### config.mk
export PLATFORM = sky130hd
export DESIGN_NAME = imem_loader
export DESIGN_NICKNAME = d
export VERILOG_FILES = /design/src/rtl/imem_loader.sv
export SDC_FILE = /design/constraint.sdc
export NUM_CORES = 1
export LEC_CHECK = 0
export ABC_AREA = 1
export CAP_MARGIN = 20
export CORE_MARGIN = 2
export CORE_UTILIZATION = 60
export CTS_CLUSTER_SIZE = 16
export DETAILED_ROUTE_END_ITERATION = 10
export PLACE_DENSITY = 0.95
export RECOVER_POWER = 25
export SYNTH_ARGS = -nofsm -noshare
export SYNTH_HDL_FRONTEND = slang
export SYNTH_SLANG_ARGS = --single-unit
### constraint.sdc
create_clock -name clk -period 4.9 [get_ports clk]
set_input_delay 0.49 -clock clk [delete_from_list [all_inputs] [get_ports clk]]
set_output_delay 0.49 -clock clk [all_outputs]
set_load 0.02 [all_outputs]
### src/rtl/imem_loader.sv
// imem_loader: assembles a framed little-endian byte stream into 32-bit words and writes them to instruction memory.
module imem_loader #(
    parameter int ADDR_W = 10,
    parameter int DEPTH  = 1 << ADDR_W
) (
    input  logic              clk,
    input  logic              reset,
    input  logic              start,
    input  logic              byte_valid,
    input  logic [7:0]        byte_data,
    output logic              byte_ready,
    output logic              mem_we,
    output logic [ADDR_W-1:0] mem_addr,
    output logic [31:0]       mem_wdata,
    output logic              busy,
    output logic              cpu_hold,
    output logic              done,
    output logic [1:0]        err
);
    typedef enum logic [2:0] {IDLE, LEN_LO, LEN_HI, DATA, WRITE, CHK} state_t;
    state_t state;
    logic [15:0] len;
    logic [15:0] len_new;
    logic [ADDR_W-1:0] addr;
    logic [1:0] idx;
    logic [23:0] word;
    logic [7:0] sum;
    logic acc;
    assign byte_ready = state == LEN_LO || state == LEN_HI || state == DATA || state == CHK;
    assign mem_we = state == WRITE;
    assign cpu_hold = busy;
    assign acc = byte_valid && byte_ready;
    assign len_new = {byte_data, len[7:0]};
    always_ff @(posedge clk) begin
        if (reset) begin
            state <= IDLE;
            len <= '0;
            addr <= '0;
            idx <= '0;
            word <= '0;
            sum <= '0;
            mem_addr <= '0;
            mem_wdata <= '0;
            busy <= 1'b0;
            done <= 1'b0;
            err <= 2'b00;
        end else begin
            case (state)
                IDLE: if (start) begin
                    state <= LEN_LO;
                    busy <= 1'b1;
                    done <= 1'b0;
                    err <= 2'b00;
                end
                LEN_LO: if (acc) begin
                    len[7:0] <= byte_data;
                    state <= LEN_HI;
                end
                LEN_HI: if (acc) begin
                    len <= len_new;
                    if (len_new == 16'd0 || 32'(len_new) > DEPTH) begin
                        state <= IDLE;
                        busy <= 1'b0;
                        done <= 1'b1;
                        err <= 2'b01;
                    end else begin
                        state <= DATA;
                        addr <= '0;
                        idx <= '0;
                        sum <= '0;
                    end
                end
                // bytes shift in from the top so byte 0 lands in bits 7:0 once the word is complete
                DATA: if (acc) begin
                    sum <= sum + byte_data;
                    idx <= idx + 2'd1;
                    word <= {byte_data, word[23:8]};
                    if (idx == 2'd3) begin
                        mem_wdata <= {byte_data, word};
                        mem_addr <= addr;
                        state <= WRITE;
                    end
                end
                WRITE: if (16'(addr) == len - 16'd1) state <= CHK;
                else begin
                    addr <= addr + 1'b1;
                    state <= DATA;
                end
                CHK: if (acc) begin
                    err <= byte_data == sum ? 2'b00 : 2'b10;
                    done <= 1'b1;
                    busy <= 1'b0;
                    state <= IDLE;
                end
                default: state <= IDLE;
            endcase
        end
    end
endmodule

==> results of run 1 <==
## layout by cell type, fill, tap and decap left out, types with 6 or more instances in the layout
cell type,n
a211oi_1,18
a21oi_1,64
a21oi_2,9
clkbuf_8,9
clkdlybuf4s50_1,21
dfxtp_1,109
dlygate4sd3_1,39
ha_1,11
inv_1,59
nand2_1,88
nand2_2,11
nand3_1,23
nand3b_1,6
nor2_1,120
nor2_2,9
nor3_1,7
o21ai_0,78
xor2_1,10
## worst max path at each step
stage / endpoint / startpoint / slack, ns
2_1_floorplan: sum[6]$_SDFFE_PP0P_ / byte_data[0] / 2.92
3_3_place_gp: mem_addr[0]$_SDFFE_PP0P_ / byte_valid / 1.75
3_5_place_dp: mem_wdata[13]$_SDFFE_PP0P_ / byte_valid / 1.57
4_1_cts: mem_addr[2]$_SDFFE_PP0P_ / state[2]$_SDFFE_PP0P_ / 1.58
5_1_grt: mem_addr[2]$_SDFFE_PP0P_ / state[2]$_SDFFE_PP0P_ / 1.17
6_report: mem_addr[2]$_SDFFE_PP0P_ / state[2]$_SDFFE_PP0P_ / 1.54
## layout make-up
| cell class | count | area, um2 |
|---|---|---|
| inverter | 64 | 240 |
| tap | 105 | 131 |
| multi-input combinational | 487 | 2580 |
| fill | 609 | 2280 |
| clock buffer | 9 | 124 |
| clock inverter | 7 | 93.8 |
| timing repair buffer | 63 | 623 |
| sequential | 109 | 2180 |
## worst register-to-register path: cells and delay by family, from the launching register on
| family | cells | cell delay (ns) |
|---|---|---|
| simple gates | 4 | 0.92 |
| buf+inv | 4 | 1.45 |
| flops | 1 | 0.38 |
| compound gates | 2 | 0.53 |
## cells by family (layout without fill, tap and decap cells)
kind of cell,after synthesis,count (layout),share of synthesized area (%)
and+or+nand+nor,282,282,25.3
xor gates and xnor gates,14,14,2.40
buffers and inverters,90,143,6.99
AOI/OAI and AO/OA,179,179,19.7
DFF,109,109,42.6
adders and majority gates,12,12,3.08
## flip-flops by register name, summed over array words and instances, names as in the netlist
| name | cells |
|---|---|
| idx | 2 |
| done | 1 |
| addr | 10 |
| mem_wdata | 32 |
| sum | 8 |
| mem_addr | 10 |
| busy | 1 |
| len | 16 |
| word | 24 |
| state | 3 |
| err | 2 |
## metal layers
metal	up-vias	share of wire, %	GRT usage [%]
met4	0	3.2	13.0
li1	2355	-	-
met3	48	7.2	4.93
met5	-	0	0
met2	236	47	48.1
met1	2293	42	37.0
## stage by stage
stage                     instance area (um2)  std cells  worst slack [ns]
after detailed placement                 5760        828              1.57
after global placement                   5760        828              1.75
final                                    5970        844              1.54
after CTS                                5970        844              1.58
after global routing                     5970        844              1.17
after floorplan                          5120        686              2.92
## where the power goes
part / switching, uW / internal, uW
logic: 487 / 256
registers: 51.5 / 937
clock network: 363 / 212
total: 901 / 1400
==> out/metrics.cfg, run 1 <==
[status]
status=completed

[layout]
utilization_pct=72.3
area_delta_synth_final_pct=16.7
finalNetCount=758
diodes=0
drive_above_1_share_pct=8.80

[worst_setup_path]
crit_path_end_kind=flip-flop
crit_type=flip-flop to flip-flop
worst_path_largest_cell_delay_ns=0.88
r2r_start=state[2]$_SDFFE_PP0P_
cp.depth=10
slowest_stage=inv_2
cp_max_fo=65
cp-start-kind=flip-flop
cp.buffers_inverters=4
r2r_cells=10
crit_top_cell=inv_2
required_ns=5.20
r2r_slack_ns=1.54
path_delay_family=buffers and inverters
cp_cell_sequence=inv_2 > nand2_2 > nor2_1 > inv_2 > nor2_2 > buf_4 > nand2_1 > inv_2 > o21ai_0 > a21oi_1
cp.arrival_ns=3.66
rr_endpoint=mem_addr[2]$_SDFFE_PP0P_

[routing]
drt_wl_total_um=12900
ant_nets=0
drt_iter0_markers=381
drcViolationCount=0
avgViaCountPerCell=5.84
vias=4932
drt_pass1_iterations=6
wl_per_cell_um=15.3

[hold_path]
hold_end=err[0]$_SDFFE_PP0P_
hp-class=flip-flop to flip-flop
hold_depth=2
min_from=err[0]$_SDFFE_PP0P_

[timing]
fmax_mhz=298
period_share_pct=68.6
maxSlewViolCount=0
max_slew_margin_pct=33.7
clock_skew_ns=0.0145
hold_violations=0
finalCriticalPeriod_ns=3.36
rsz0062_at_grt=false
setup_tns_ns=0
worstMarginPinSlew_ns=0.994
hold_slack_ns=0.475
setup_viol=0

[floorplanning]
start_util_pct=62.0
coreArea_um2=8260
die_h_um=96.4
die_area_um2=9290
ioPinCount=61
die_w_um=96.4
fp-row-count=33

[cts]
clkSlewWorstSetupHoldPaths_ns=0.11
post_cts_buffers=0
ctsHoldBuffers=0
cts-htree-levels=3
cts_resized=0
cts_buffers=9
clock-sinks=109
cts_tree=built
root_buffer=clkbuf_8
clockBufferDepth=2
clock_latency_ns=0.39

[flow_run]
maxCapViolations=0

[logic_synthesis]
synth_ff_type=dfxtp_1
syn_inst=686
synth-edff-count=0
syn_area_per_cell_um2=7.46
synth.distinct_cells=41
yosys-top-cells-count=120 x nor2_1, 109 x dfxtp_1, 88 x nand2_1, 78 x o21ai_0, 64 x a21oi_1
ys_warn_count=0
synth_top_area_share_pct=42.6
synth_area_um2=5120
synthArstFlopShare_pct=0
yosysTopAreaCell=dfxtp_1
synth_most_common_cell=nor2_1
ys_seq_area_share_pct=42.6
synth_area_leaders=dfxtp_1 43%, nor2_1 8.8%, o21ai_0 7.6%, nand2_1 6.5%, a21oi_1 6.3%
syn_nets=710
ys_ff_latch=109

[power_and_ir_drop]
vdd_ir_drop_max_mv=0.323
power_uw=2310
leakage_uw=0.00246
powerDensity_nw_per_um2=386

[placed_design]
gp_congestion=1.00
place_hpwl_um=8850
io_buffers=60

[global_routing]
grt_pass1_wl_um=21200
grt_max_degree=66
grt_pass1_vias=4574
grt_overflow_total=0
track_usage_pct=29.0
antenna_found_initial=0

Power figures use the tool's default switching activity.
==> run 2: changes to the inputs <==
CORE_UTILIZATION = 56   (was 60)
PLACE_DENSITY = 0.92   (was 0.95)
clock period = 3.2 ns   (was 4.9 ns; I/O delays follow)
==> run 2 against run 1 <==
  * Sequential power grew 53%
  * Count of clock-buffer cells in the layout is the same
  * Die area grew 6.8%
  * Utilization shrank 4.1 points
  * Power grew 52%
  * First-iteration DRC count shrank 22%
  * Design area grew 0.63%
  * Global-route usage shrank 2.4 points
  * Routed wire length shrank 1.2%
  * Highest routed layer unchanged
==> out/metrics.cfg, run 2 (synthesis gave the netlist of run 1 again) <==
[cts]
cts-htree-levels=3  ; unchanged
clock-sinks=109  ; unchanged
cts_buffers=9  ; unchanged
clkSlewWorstSetupHoldPaths_ns=0.11  ; about the same
cts_tree=built  ; unchanged
root_buffer=clkbuf_8  ; unchanged
clock_latency_ns=0.39  ; about the same
clockBufferDepth=2  ; unchanged
cts_resized=0  ; unchanged
post_cts_buffers=0  ; unchanged
ctsHoldBuffers=0  ; unchanged

[routing]
ant_nets=0  ; unchanged
drt_pass1_iterations=6  ; unchanged
wl_per_cell_um=14.9  ; was 15.3 um
avgViaCountPerCell=5.65  ; was 5.84
drcViolationCount=0  ; unchanged
drt_iter0_markers=296  ; was 381
vias=4816  ; was 4932
drt_wl_total_um=12700  ; was 12900 um

[worst_setup_path]
required_ns=3.46  ; was 5.20 ns
r2r_start=state[2]$_SDFFE_PP0P_  ; unchanged
r2r_cells=11  ; was 10
crit_path_end_kind=flip-flop  ; unchanged
rr_endpoint=sum[7]$_SDFFE_PP0P_  ; was mem_addr[2]$_SDFFE_PP0P_
crit_start=state[2]$_SDFFE_PP0P_  ; unchanged
cp-start-kind=flip-flop  ; unchanged
cp.arrival_ns=2.91  ; was 3.66 ns
r2r_slack_ns=0.55  ; was 1.54 ns
crit_type=flip-flop to flip-flop  ; unchanged
crit_end=sum[7]$_SDFFE_PP0P_  ; was mem_addr[2]$_SDFFE_PP0P_
cp_max_fo=27  ; was 65

[global_routing]
grt_overflow_total=0  ; unchanged
grt_pass1_wl_um=21500  ; was 21200 um
track_usage_pct=26.6  ; was 29.0%
grt_pass1_vias=4557  ; was 4574
antenna_found_initial=0  ; unchanged
grt_max_degree=72  ; was 66

[layout]
finalNetCount=763  ; was 758
final_common_cell=nor2_1  ; unchanged
layout_common_cells=122 x nor2_1, 109 x dfxtp_1, 89 x nand2_1  ; was 120 x nor2_1, 109 x dfxtp_1, 88 x nand2_1
largest-register=mem_wdata  ; unchanged
area_delta_synth_final_pct=17.4  ; was 16.7%
diodes=0  ; unchanged
top_regs=mem_wdata: 32 flops, word: 24 flops, len: 16 flops  ; unchanged
largest_reg_flops=32  ; unchanged
utilization_pct=68.3  ; was 72.3%
drive_above_1_share_pct=8.60  ; was 8.80%

[floorplanning]
ioPinCount=61  ; unchanged
coreArea_um2=8810  ; was 8260 um2
start_util_pct=58.1  ; was 62.0%
die_h_um=99.6  ; was 96.4 um
fp-row-count=34  ; was 33
die_area_um2=9920  ; was 9290 um2
die_w_um=99.6  ; was 96.4 um

[timing]
period_share_pct=82.9  ; was 68.6%
hold_slack_ns=0.480  ; was 0.475 ns
clock_skew_ns=0.0147  ; was 0.0145 ns
maxSlewViolCount=0  ; unchanged
setup_tns_ns=0  ; unchanged
max_slew_margin_pct=61.8  ; was 33.7%
rsz0062_at_grt=false  ; unchanged
finalCriticalPeriod_ns=2.65  ; was 3.36 ns
worstMarginPinSlew_ns=0.572  ; was 0.994 ns
setup_viol=0  ; unchanged
hold_violations=0  ; unchanged
fmax_mhz=377  ; was 298 MHz

[power_and_ir_drop]
vdd_ir_drop_max_mv=0.423  ; was 0.323 mV
leakage_uw=0.00246  ; about the same
powerDensity_nw_per_um2=582  ; was 386 nW/um2

[hold_path]
hp-class=flip-flop to flip-flop  ; unchanged
min_from=done$_SDFFE_PP0P_  ; was err[0]$_SDFFE_PP0P_

[placed_design]
place_hpwl_um=8980  ; was 8850 um
gp_congestion=0.940  ; was 1.00
io_buffers=60  ; unchanged

[status]
status=completed  ; unchanged

[flow_run]
maxCapViolations=0  ; unchanged

## run 2: cell count changes in the layout (fill, tap and decap cells not counted), sizes merged
cell and delta:
dlygate4sd3 -7, clkbuf +1, buf +4, clkdlybuf4s50 +7
## run 2: critical path, stage by stage (launching register included)
cell	delay, ns
dfxtp_1	0.37
inv_1	0.14
nand2_1	0.12
nor2_1	0.24
inv_1	0.17
nor2_1	0.16
buf_4	0.28
inv_1	0.24
nand2_1	0.28
clkinv_1	0.29
nand2_1	0.14
a21oi_1	0.07
## run 2: worst min path at each step
stage / end / slack (ns) / depth (start not counted)
2_1_floorplan: word[10]$_SDFFE_PP0P_ / 0.44 / 2
3_3_place_gp: done$_SDFFE_PP0P_ / 0.45 / 2
3_5_place_dp: word[11]$_SDFFE_PP0P_ / 0.46 / 2
4_1_cts: word[11]$_SDFFE_PP0P_ / 0.48 / 2
5_1_grt: word[3]$_SDFFE_PP0P_ / 0.50 / 2
6_report: done$_SDFFE_PP0P_ / 0.48 / 2
## run 2: per-stage QoR
stage,total power [uW],setup slack (ns),std cells,cell area [um2]
final,3500,0.548,852,6010
after global routing,3710,0.211,852,6010
after CTS,3500,0.728,852,6030
after detailed placement,2640,0.578,836,5810
after global placement,2600,0.694,836,5810
after floorplan,2390,1.32,686,5120
## run 2: routing by layer
metal | vias to the layer above | share of wire (%) | wire [um] | track usage, %
li1 | 2366 | - | - | -
met1 | 2223 | 44 | 5560 | 34.8
met2 | 192 | 47 | 6040 | 44.5
met3 | 35 | 5.9 | 749 | 3.87
met4 | 0 | 2.9 | 374 | 10.6
met5 | - | 0 | 0 | 0
## run 2: final cells by class
class                      instances  area, um2
clock buffer                       9        124
clock inverter                     7       93.8
fill                             704       2800
inverter                          64        240
multi-input combinational        487       2570
sequential                       109       2180
tap                              108        135
timing repair buffer              68        669
## run 2: report_power, final
group / internal (uW) / switching (uW)
logic: 395 / 710
clock network: 325 / 564
registers: 1430 / 72.2
total: 2150 / 1350
==> run 3: changes to the inputs <==
CORE_UTILIZATION = 50   (was 56)
PLACE_DENSITY = 0.88   (was 0.92)
clock period = 2.37 ns   (was 3.2 ns; I/O delays follow)
==> run 3 against run 2 <==
  * Non-clock buffer count up 10
  * Combinational power up 42%
  * Highest routed layer unchanged
  * Global-route usage down 3.1 points
==> out/metrics.cfg, run 3 (synthesis gave the netlist of run 1 again) <==
[status]
status=completed  ; unchanged

[worst_setup_path]
cp-start-kind=flip-flop  ; unchanged
cp_cell_sequence=inv_1 > ha_2 > nand2_4 > nor2_2 > nand2_1 > nand3b_1 > nand4_1 > nor2_2 > nand3_4 > nand2_4 > nand2_2 > a21oi_2  ; was inv_1 > nand2_1 > nor2_1 > inv_1 > nor2_1 > buf_4 > inv_1 > nand2_1 > clkinv_1 > nand2_1 > a21oi_1
path_delay_family=simple AND/OR/NAND/NOR gates  ; was buffers and inverters
crit_type=flip-flop to flip-flop  ; unchanged
r2r_cells=12  ; was 11
cp.buffers_inverters=1  ; was 5
slowest_stage=dfxtp_1  ; unchanged
crit_path_end_kind=flip-flop  ; unchanged
cp.depth=12  ; was 11
worst_path_largest_cell_delay_ns=0.34  ; was 0.37 ns
cp_max_fo=6  ; was 27
r2r_slack_ns=0.15  ; was 0.55 ns
required_ns=2.69  ; was 3.46 ns
cp.arrival_ns=2.54  ; was 2.91 ns

[global_routing]
grt_pass1_wl_um=21500  ; about the same
grt_overflow_total=0  ; unchanged
track_usage_pct=23.5  ; was 26.6%
grt_max_degree=72  ; unchanged
antenna_found_initial=0  ; unchanged
grt_pass1_vias=4799  ; was 4557

[timing]
hold_violations=0  ; unchanged
setup_viol=0  ; unchanged
setup_ws_ns=0.154  ; was 0.548 ns
max_slew_margin_pct=66.4  ; was 61.8%
fmax_mhz=451  ; was 377 MHz
setup_tns_ns=0  ; unchanged
worstMarginPinSlew_ns=0.504  ; was 0.572 ns
finalCriticalPeriod_ns=2.22  ; was 2.65 ns
hold_slack_ns=0.470  ; was 0.480 ns
clock_skew_ns=0.0156  ; was 0.0147 ns
period_share_pct=93.5  ; was 82.9%
maxSlewViolCount=0  ; unchanged

[routing]
drt_iter0_markers=307  ; was 296
vias=4837  ; was 4816
avgViaCountPerCell=5.44  ; was 5.65
drt_wl_total_um=12700  ; about the same
drcViolationCount=0  ; unchanged
ant_nets=0  ; unchanged
wl_per_cell_um=14.3  ; was 14.9 um
drt_pass1_iterations=5  ; was 6

[placed_design]
gp_congestion=0.922  ; was 0.940
place_ws_ns=-0.0521  ; was 0.578 ns
place_hpwl_um=9110  ; was 8980 um
io_buffers=60  ; unchanged

[layout]
largest_reg_flops=32  ; unchanged
finalNetCount=775  ; was 763
area_delta_synth_final_pct=20.8  ; was 17.4%
drive_above_1_share_pct=10.8  ; was 8.60%
largest-register=mem_wdata  ; unchanged
fillers=825  ; was 704
diodes=0  ; unchanged
final_common_cell=nor2_1  ; unchanged
layout_common_cells=120 x nor2_1, 109 x dfxtp_1, 88 x nand2_1  ; was 122 x nor2_1, 109 x dfxtp_1, 89 x nand2_1
top_regs=mem_wdata: 32 flops, word: 24 flops, len: 16 flops  ; unchanged

[floorplanning]
start_util_pct=51.9  ; was 58.1%
die_w_um=105  ; was 99.6 um
ioPinCount=61  ; unchanged
die_area_um2=11100  ; was 9920 um2
fp-row-count=36  ; was 34
die_h_um=105  ; was 99.6 um
coreArea_um2=9860  ; was 8810 um2

[power_and_ir_drop]
power_uw=4770  ; was 3500 uW
leakage_uw=0.00252  ; was 0.00246 uW
vdd_ir_drop_max_mv=0.547  ; was 0.423 mV
powerDensity_nw_per_um2=771  ; was 582 nW/um2

[cts]
clockBufferDepth=2  ; unchanged
cts-htree-levels=3  ; unchanged
cts_buffers=9  ; unchanged
cts_tree=built  ; unchanged
clock-sinks=109  ; unchanged
clock_latency_ns=0.38  ; was 0.39 ns
root_buffer=clkbuf_8  ; unchanged
ctsHoldBuffers=0  ; unchanged
clkSlewWorstSetupHoldPaths_ns=0.11  ; about the same

[flow_run]
maxCapViolations=0  ; unchanged

[hold_path]
hp-class=flip-flop to flip-flop  ; unchanged
hold_depth=2  ; unchanged

run 3: cell count changes in the layout (fill, tap and decap cells not counted), sizes merged:
cell	change
buf	+10
nand3	+1
nand2	+1
run 3: per-layer routing:
layer  track usage (%)  part of all wire [%]  wire length, um
met1              28.7                    42             5320
met4              10.9                   2.1              269
met5                 0                     0                0
met2              40.5                    49             6190
met3              3.56                   7.3              928
run 3: final cells by class:
| type | instances | area (um2) | area share, % |
|---|---|---|---|
| clock inverter | 7 | 83.8 | 1.36 |
| sequential | 109 | 2180 | 35.3 |
| clock buffer | 9 | 124 | 2.00 |
| multi-input combinational | 489 | 2600 | 42.1 |
| tap | 133 | 166 | 2.69 |
| timing repair buffer | 78 | 782 | 12.7 |
| inverter | 64 | 240 | 3.89 |
run 3: path summary, 6_finish.rpt:
kind,to,start
hold reg to reg,err[0]$_SDFFE_PP0P_,err[0]$_SDFFE_PP0P_
setup reg to reg,addr[5]$_SDFFE_PP0P_,len[0]$_SDFFE_PP0P_
hold / removal,err[0]$_SDFFE_PP0P_,err[0]$_SDFFE_PP0P_
setup / recovery,addr[5]$_SDFFE_PP0P_,len[0]$_SDFFE_PP0P_
run 3: worst register-to-register path, cell delays in order, from the launching register on:
cell and delay [ns]:
dfxtp_1 0.34, inv_1 0.16, ha_2 0.26, nand2_4 0.09
nor2_2 0.15, nand2_1 0.09, nand3b_1 0.14, nand4_1 0.11
nor2_2 0.26, nand3_4 0.21, nand2_4 0.17, nand2_2 0.07
a21oi_2 0.11
run 3: per-stage QoR:
| step | utilization [%] | instances | cell area (um2) |
|---|---|---|---|
| 2_1_floorplan | - | 686 | 5120 |
| 3_3_place_gp | 60.4 | 871 | 5950 |
| 3_5_place_dp | 60.4 | 871 | 5950 |
| 4_1_cts | 62.5 | 887 | 6160 |
| 5_1_grt | 62.7 | 889 | 6180 |
| 6_report | 62.7 | 889 | 6180 |
run 3: what timing repair did:
| item | 4_1_cts | 5_1_grt |
|---|---|---|
| buffers inserted | 0 | 0 |
| endpoints found under the setup margin | 0 | 11 |
| endpoints found under the hold margin | 0 | 0 |
| gates resized for setup | 0 | 3 |
run 3: report_power, final:
| part | internal (uW) | leakage [uW] | switching, uW |
|---|---|---|---|
| Clock | 428 | 0.000105 | 721 |
| Combinational | 562 | 0.00153 | 1020 |
| Sequential | 1940 | 0.000880 | 101 |
| Total | 2930 | 0.00252 | 1840 |
==> RTL edit (config.mk and constraints of run 3) <==
Encoding of `state_t`: now one-hot (6 bits for 6 states).
--- a/src/rtl/imem_loader.sv
+++ b/src/rtl/imem_loader.sv
@@ -19,3 +19,3 @@
 );
-    typedef enum logic [2:0] {IDLE, LEN_LO, LEN_HI, DATA, WRITE, CHK} state_t;
+    typedef enum logic [5:0] {IDLE = 6'b000001, LEN_LO = 6'b000010, LEN_HI = 6'b000100, DATA = 6'b001000, WRITE = 6'b010000, CHK = 6'b100000} state_t;
     state_t state;
Check against the original RTL: same outputs for any inputs over 10 cycles, from zero or initial values and one cycle with reset high; not proved beyond that.
==> RTL edit against run 3 <==
  * Sequential cell count is 3 higher
  * Synthesized area up 2.4%
  * Sequential share of layout area grew 0.44 points
  * Fmax increased by 4.1%
  * Design area grew 1.5%
  * Synthesized cell count rose by 7.9%
  * Via count grew 3.1%
  * Count of clock-buffer cells in the layout unchanged
  * Worst setup slack better by 0.087 ns
  * Routed wire length is 1.7% higher
  * Highest routed layer unchanged
Power is not compared: it rests on default switching activity, and its combinational part moved more than twofold at a synthesized area within 25%.
==> RTL edit: results (changes against run 3) <==
Global routing
  – Largest net degree at the start of global routing: 64 (-11%)
  – Global Route met2 Usage: 40.29% (-0.21 points)
  – Met3 usage: 5.028% (+1.5 points)
  – Global-route wire length before repair: 21,530 µm (+0.35%)
  – GRT Total Usage: 23.41% (-0.10 points)

Timing
  – Tightest Pin Transition: 0.9103 ns (+0.4068 ns)
  – Worst Skew: 0.02119 ns (+0.005597 ns)

Synth
  – Top post-synthesis cells by area: dfxtp_1 43%, nand2_1 11%, nor2_1 8.4%
  – Leading cell types by count after synthesis: 154 x nand2_1, 118 x nor2_1, 112 x dfxtp_1, 78 x a21oi_1
  – Post-Syn Nets: 763 (+7.5%)
  – Library cells used by synthesis: 36 (-12%)

Status
  – Status: complete, no violations

Routing
  – Metal3 WL: 774 µm (-17%)
  – DRT iter0 DRCs: 287 (-6.5%)
  – Met2 WL: 6162 µm (-0.37%)
  – Metal-1 WL: 5672 µm (+6.5%)

Place
  – Placed cell count: 923 (+6.0%)
  – HPWL after DPL: 8932 µm (-1.9%)
  – Final Wtd Congestion: 0.9744 (+5.7%)
  – Placed Area: 6018 µm² (+1.1%)
  – Pre-CTS setup slack: 0.1690 ns (+0.2211 ns)

Layout
  – Fillers: 871 (+5.6%)
  – Fraction of layout cells with a size suffix above 1: 8.966% (-1.9 points)
  – Fin cells: 939 (+5.6%)

Setup path
  – Crit path max fanout: 8 (+2)
  – Arr. time, crit path: 2.39 ns (-0.15 ns)
[RTL edit: changes by cell type after synthesis, moves of 5 or more]
cell      change
nand2_1      +66
o21ai_0      -15
nand3b_1      -5
a21oi_1      +14
a21oi_2       -7
nand3_1      +15
a211oi_1     -10
[RTL edit: tightest hold or removal path, stage by stage]
cell and delay, ns:
buf_2 0.11, buf_4 0.30, a21oi_1 0.17
[RTL edit: cells by family (layout without fill, tap and decap cells)]
kind of cell,after synthesis,count (layout),share of synthesized area [%]
adders and majority gates,11,11,2.769
and+or+nand+nor,349,349,29.12
AOI/OAI and AO/OA,157,157,15.70
DFF,112,112,42.77
buffers and inverters,99,162,7.375
xor gates and xnor gates,12,12,2.267
[RTL edit: final cells by class]
| cell class | count | area (µm²) | area share, % |
|---|---|---|---|
| clock buffers | 9 | 123.9 | 1.975 |
| clock inverters | 7 | 96.34 | 1.536 |
| inverters | 69 | 259.0 | 4.129 |
| multi-input cells | 529 | 2653 | 42.29 |
| flip-flops and latches | 112 | 2242 | 35.75 |
| well taps | 136 | 170.2 | 2.713 |
| repair buffers | 77 | 728.2 | 11.61 |
[RTL edit: path summary, 6_finish.rpt]
check | startpoint | to | slack (ns) | cells past startpoint
setup / recovery | len[0] | addr[4] | 0.24 | 14
hold / removal | reset | mem_wdata[23] | 0.46 | 3
setup reg to reg | len[0] | addr[4] | 0.24 | 14
hold reg to reg | mem_wdata[29] | mem_wdata[29] | 0.47 | 2
[RTL edit: power groups by stage]
stage | logic, mW | clock network, mW | registers [mW]
after CTS | 0.678 | 1.23 | 1.96
after floorplan | 0.481 | 0 | 2.02
after detailed placement | 0.675 | 0 | 2.00
after global placement | 0.661 | 0 | 2.00
final | 0.681 | 1.22 | 1.96
after global routing | 0.759 | 1.31 | 1.97
